==> config.mk <==
export PLATFORM = sky130hd
export DESIGN_NAME = encoder32_pending_flat
export DESIGN_NICKNAME = d
export VERILOG_FILES = /design/src/rtl/encoder32_pending_if.sv /design/src/rtl/encoder32_pending.sv /design/src/flat_wrapper.sv
export SDC_FILE = /design/constraint.sdc
export NUM_CORES = 1
export LEC_CHECK = 0
export BUFFER_PORTS_ARGS = -buffer_cell sky130_fd_sc_hd__buf_2
export CAP_MARGIN = 20
export CORE_ASPECT_RATIO = 0.5
export CORE_MARGIN = 5
export CORE_UTILIZATION = 43
export CTS_BUF_LIST = sky130_fd_sc_hd__clkbuf_4 sky130_fd_sc_hd__clkbuf_8
export CTS_CLUSTER_SIZE = 14
export DETAILED_ROUTE_END_ITERATION = 6
export GPL_TIMING_DRIVEN = 0
export HOLD_SLACK_MARGIN = 0.05
export MAX_ROUTING_LAYER = met4
export PLACE_DENSITY = 0.84
export SETUP_SLACK_MARGIN = 0.1
export SLEW_MARGIN = 15
export SYNTH_ARGS = -nofsm -noshare
export SYNTH_HDL_FRONTEND = slang
export SYNTH_SLANG_ARGS = --single-unit
==> constraint.sdc <==
create_clock -name clk -period 1.3 [get_ports clk]
set_input_delay 0.065 -clock clk [delete_from_list [all_inputs] [get_ports clk]]
set_output_delay 0.065 -clock clk [all_outputs]
set_load 0.05 [all_outputs]
==> src/rtl/encoder32_pending_if.sv <==
// rtl/encoder32_pending_if.sv - request/mask inputs and grant handshake of encoder32_pending
// master: the request/consumer side; slave: the encoder itself.
interface encoder32_pending_if;
  logic        enable;
  logic [31:0] reqIn;
  logic [31:0] maskIn;
  logic        ackIn;
  logic        validOut;
  logic [4:0]  indexOut;
  logic [31:0] pendingOut;

  modport master (
    output enable, reqIn, maskIn, ackIn,
    input  validOut, indexOut, pendingOut
  );

  modport slave (
    input  enable, reqIn, maskIn, ackIn,
    output validOut, indexOut, pendingOut
  );
endinterface

==> src/rtl/encoder32_pending.sv <==
// rtl/encoder32_pending.sv - sticky 32-source pending latch with registered priority encoder
// Define ENCODER32_ROUND_ROBIN_EN for rotating priority; fixed lowest-bit-first otherwise.
module encoder32_pending #(
  parameter int EDGE_DETECT = 0
) (
  input  logic               clk,
  input  logic               reset,
  encoder32_pending_if.slave bus
);

  typedef enum logic {IDLE, HOLD} stateType;

  stateType    state;
  logic [31:0] pending;
  logic [31:0] reqPrev;
  logic [31:0] setVec;
  logic [31:0] clrVec;
  logic [31:0] eligible;
  logic        validReg;
  logic [4:0]  indexReg;
  logic [4:0]  select;
`ifdef ENCODER32_ROUND_ROBIN_EN
  logic [4:0]  rrPtr;
  logic [4:0]  cand;
`endif

  always_comb begin
    if (!bus.enable) begin
      setVec = '0;
    end else if (EDGE_DETECT != 0) begin
      setVec = bus.reqIn & ~reqPrev;
    end else begin
      setVec = bus.reqIn;
    end
  end

  // Only the granted index is ever cleared, and only on its acknowledge.
  assign clrVec   = (state == HOLD && bus.ackIn) ? (32'd1 << indexReg) : '0;
  assign eligible = pending & ~bus.maskIn;

  // Scan from the far end toward the start point so the nearest hit is written last.
  always_comb begin
    select = '0;
`ifdef ENCODER32_ROUND_ROBIN_EN
    cand = '0;
    for (int i = 31; i >= 0; i--) begin
      cand = rrPtr + 5'(i);
      if (eligible[cand]) begin
        select = cand;
      end
    end
`else
    for (int i = 31; i >= 0; i--) begin
      if (eligible[i]) begin
        select = 5'(i);
      end
    end
`endif
  end

  always_ff @(posedge clk) begin
    if (reset) begin
      pending  <= '0;
      reqPrev  <= '0;
      validReg <= 1'b0;
      indexReg <= '0;
      state    <= IDLE;
`ifdef ENCODER32_ROUND_ROBIN_EN
      rrPtr    <= '0;
`endif
    end else begin
      reqPrev <= bus.reqIn;
      pending <= (pending & ~clrVec) | setVec;
      case (state)
        IDLE: begin
          if (eligible != '0) begin
            indexReg <= select;
            validReg <= 1'b1;
            state    <= HOLD;
          end
        end
        HOLD: begin
          if (bus.ackIn) begin
            validReg <= 1'b0;
            state    <= IDLE;
`ifdef ENCODER32_ROUND_ROBIN_EN
            rrPtr    <= indexReg + 5'd1;
`endif
          end
        end
      endcase
    end
  end

  assign bus.validOut   = validReg;
  assign bus.indexOut   = indexReg;
  assign bus.pendingOut = pending;

endmodule

==> src/flat_wrapper.sv <==
// flat-port wrapper written by rule: the top's interface ports become plain ports
module encoder32_pending_flat 
#(
  parameter int EDGE_DETECT = 0
)
  (clk, reset, bus_enable, bus_reqIn, bus_maskIn, bus_ackIn, bus_validOut, bus_indexOut, bus_pendingOut);
  encoder32_pending_if bus_i ();
  input  logic clk;
  input  logic reset;
  input wire logic [$bits(bus_i.enable)-1:0] bus_enable;
  input wire logic [$bits(bus_i.reqIn)-1:0] bus_reqIn;
  input wire logic [$bits(bus_i.maskIn)-1:0] bus_maskIn;
  input wire logic [$bits(bus_i.ackIn)-1:0] bus_ackIn;
  output wire logic [$bits(bus_i.validOut)-1:0] bus_validOut;
  output wire logic [$bits(bus_i.indexOut)-1:0] bus_indexOut;
  output wire logic [$bits(bus_i.pendingOut)-1:0] bus_pendingOut;
  assign bus_i.enable = bus_enable;
  assign bus_i.reqIn = bus_reqIn;
  assign bus_i.maskIn = bus_maskIn;
  assign bus_i.ackIn = bus_ackIn;
  assign bus_validOut = bus_i.validOut;
  assign bus_indexOut = bus_i.indexOut;
  assign bus_pendingOut = bus_i.pendingOut;
  encoder32_pending #(.EDGE_DETECT(EDGE_DETECT)) u_core (.clk(clk), .reset(reset), .bus(bus_i));
endmodule
==> flow_summary_export.csv <==
group,metric,value,unit
synthesis,synth_area,2160,um^2
timing,max_clock_freq,589,MHz
global_routing,grt_pass1_vias,2702,
global_routing,grt_pass1_wl,12.9,mm
timing,worst_pin_slew,0.550,ns
floorplanning,rows,18,
status,violations,"setup timing",
clock_tree,clk_pin_slew,0.08,ns
pwr,peakVddDrop,0.601,mV
placed_design,hpwlAfterDp,5.84,mm
clock_tree,clock_latency,0.30,ns
synthesis,synthCells,278,
cells_and_area,seqCellArea,878,um^2
worst_setup_path,required,1.49,ns
timing,drv_slew,0,
route,drt_wl_total,9.29,mm
cells_and_area,nFillCells,326,
synthesis,synth_cell_types,43,
worst_setup_path,critPathArrivalTime,1.89,ns
synthesis,async_reset_ff_share,0,%
clock_tree,cts_inserted_buffers,5,
global_routing,grt_start_max_net_pins,12,
worst_hold_path,min_from,"bus_enable",
placed_design,port_buffers,104,
cells_and_area,syn_to_final_growth,73.6,%
pwr,powerDensity,1020,nW/um^2
floorplanning,die_area,6620,um^2
route,dr.pass1.iters,4,
cells_and_area,finalNetCount,499,
floorplanning,die_x,110,um
timing,whs,0.0642,ns
global_routing,grt_use_total,26.3,%
floorplanning,floorplan.io_pins,106,
clock_tree,cts_buffer_depth,2,
worst_setup_path,critPathMaxStageDelay,0.36,ns
route,vias,2806,
worst_hold_path,min_to,"u_core.bus.pendingOut[30]$_SDFF_PP0_",
synthesis,syn_nets,346,
synthesis,synth-edff-count,0,
synthesis,synthMostInstantiatedCell,"nand2_1",
synthesis,yosys_warnings,0,
route,drt.antenna.violating_nets,0,
worst_setup_path,cp-end-kind,"flip-flop",
worst_hold_path,worstHoldPathCells,3,
worst_setup_path,r2r_slack,-0.40,ns
worst_setup_path,crit_family,"simple AND/OR/NAND/NOR gates",
timing,fin_skew,0.00822,ns
worst_setup_path,reg2reg_to,"u_core.bus.indexOut[1]$_SDFFE_PP0P_",
pwr,p_leak,0.00166,uW
worst_setup_path,worstPathCellList,"nand2b_1, nand4_1, nor2_1, a41o_4, nand3b_1, o41ai_2",
synthesis,ys_top_cells_by_area,"dfxtp_1, a21oi_1, nand2_1",
timing,post-route-period-util,131,%
timing,setup_violations,11,
synthesis,synth_top_area_share,36.2,%
timing,tns,-2.46,ns
timing,setup_slack,-0.397,ns
route,wl_per_cell,18.5,um
placed_design,post_dp_cell_area,2920,um^2
worst_setup_path,startpoint_type,"flip-flop",
cells_and_area,multi_input_area,1670,um^2
route,first_iter_violations,206,
synthesis,yosysSeqAreaShare,36.2,%
worst_setup_path,crit_buf_inv,0,
cells_and_area,layout-drive-gt1-share,55.6,%
cells_and_area,antenna_cells,0,
floorplanning,initial_core_util,44.2,%
synthesis,ys.flop_type,"dfxtp_1",
floorplanning,core_area,4890,um^2
worst_setup_path,path_max_fanout,7,
clock_tree,cts_tree,"built",
placed_design,place_ws,-0.297,ns
run,drv_cap,0,
global_routing,grt_overflow_total,0,
cells_and_area,utilization,76.7,%
worst_setup_path,criticalPathCategory,"flip-flop to flip-flop",
floorplanning,dieHeight,60.1,um
placed_design,gp_congestion,0.905,
clock_tree,numClockSinks,39,
worst_setup_path,crit_slowest_cell,"dfxtp_4",
timing,rsz0062_at_grt,"yes",
synthesis,avgSynthCellArea,7.76,um^2
worst_setup_path,worstReg2RegStart,"u_core.bus.pendingOut[16]$_SDFF_PP0_",
timing,hold_viol_final,0,
clock_tree,cts_max_level,2,
status,outcome,"finished, violations left",
route,vias_per_cell,5.59,
route,drcViolationCount,0,
global_routing,antenna_found_initial,0,
cells_and_area,finalInstanceArea,3750,um^2
timing,period_needed,1.70,ns
synthesis,yosysTopAreaCell,"dfxtp_1",
synthesis,ys_ff_latch,39,
worst_setup_path,rr_worst_depth,6,
synthesis,ys_top_cells_by_count,"nand2_1, a21oi_1, dfxtp_1",
clock_tree,ctsRootBufferMaster,"clkbuf_8",
worst_hold_path,hold_path_class,"input pin to flip-flop",
timing,relSlewSlack,63.3,%
-- cells in the final DEF (no fill, tap or decap), types with 5 or more instances in the layout --
cell / instances
nand2b_4: 10
a21oi_2: 5
dlygate4sd3_1: 34
nand2_1: 43
nand2b_2: 6
nand4_1: 5
buf_2: 105
buf_4: 6
nand2b_1: 15
dfxtp_4: 20
a21oi_1: 35
clkbuf_1: 6
dfxtp_2: 18
clkbuf_8: 6
nand2_2: 7
o21ai_2: 14
o21ai_1: 7
o21ai_0: 16
-- state kept, by name, indices dropped and copies added (netlist names) --
register / count
u_core.bus.indexOut: 5
u_core.bus.pendingOut: 32
u_core.bus.validOut: 1
u_core.state: 1
-- how the worst max path moves through the flow --
| stage | to | cells after the start | from | slack [ns] |
|---|---|---|---|---|
| final | u_core.bus.indexOut[1]$_SDFFE_PP0P_ | 6 | u_core.bus.pendingOut[16]$_SDFF_PP0_ | -0.40 |
| after global routing | u_core.bus.indexOut[1]$_SDFFE_PP0P_ | 6 | u_core.bus.pendingOut[23]$_SDFF_PP0_ | -0.41 |
| after CTS | u_core.bus.indexOut[1]$_SDFFE_PP0P_ | 6 | u_core.bus.pendingOut[25]$_SDFF_PP0_ | -0.29 |
| after detailed placement | u_core.bus.indexOut[2]$_SDFFE_PP0P_ | 6 | u_core.bus.pendingOut[1]$_SDFF_PP0_ | -0.30 |
| after global placement | u_core.bus.indexOut[0]$_SDFFE_PP0P_ | 6 | u_core.bus.pendingOut[30]$_SDFF_PP0_ | -0.28 |
| after floorplan | u_core.bus.indexOut[0]$_SDFFE_PP0P_ | 5 | u_core.bus.pendingOut[4]$_SDFF_PP0_ | -0.16 |
-- routing by layer --
| metal | up-vias | wire length, um | global-route usage [%] |
|---|---|---|---|
| li1 | 1291 | - | - |
| met5 | - | 0 | - |
| met1 | 1306 | 3770 | 30.5 |
| met3 | 45 | 686 | 5.72 |
| met4 | 0 | 330 | 10.2 |
| met2 | 164 | 4500 | 44.9 |
-- report_power, final --
part | switching, uW | internal (uW) | leakage (uW) | total, uW
sequential | 139 | 1290 | 0.000342 | 1430
clock | 462 | 447 | 0.0000493 | 910
combinational | 909 | 553 | 0.00127 | 1460
-- per-stage QoR --
stage | cells | total power [uW]
after floorplan | 278 | 2190
after global placement | 452 | 2500
after detailed placement | 452 | 2520
after CTS | 499 | 3570
after global routing | 502 | 3910
final | 502 | 3800
-- worst register-to-register path: stages (launching register included) --
cell and delay, ns:
dfxtp_4 0.36, nand2b_1 0.14, nand4_1 0.24, nor2_1 0.29
a41o_4 0.33, nand3b_1 0.14, o41ai_2 0.08
-- layout make-up --
type	instances	area share, %
Clock inverter	1	0.100
Tap cell	70	2.34
Sequential cell	39	23.4
Inverter	4	0.401
Timing Repair Buffer	147	25.3
Clock buffer	7	2.40
Buffer	9	1.44
Multi-Input combinational cell	225	44.6
-- kinds of logic (layout without fill, tap and decap cells) --
family | after synthesis | in the layout | share of synthesized area (%)
AND/OR/NAND/NOR | 127 | 127 | 33.4
AO/OA/AOI/OAI | 98 | 98 | 27.5
flip-flops | 39 | 39 | 36.2
buffers and inverters | 14 | 168 | 2.90
-- repair_timing --
action,CTS,global route
endpoints found under the hold margin,36,0
endpoints found under the setup margin,39,39
pin swaps,22,25
hold buffers,34,0
setup buffers,6,3
gates resized for setup,46,49
No activity file was read; power rests on OpenSTA's default activity.
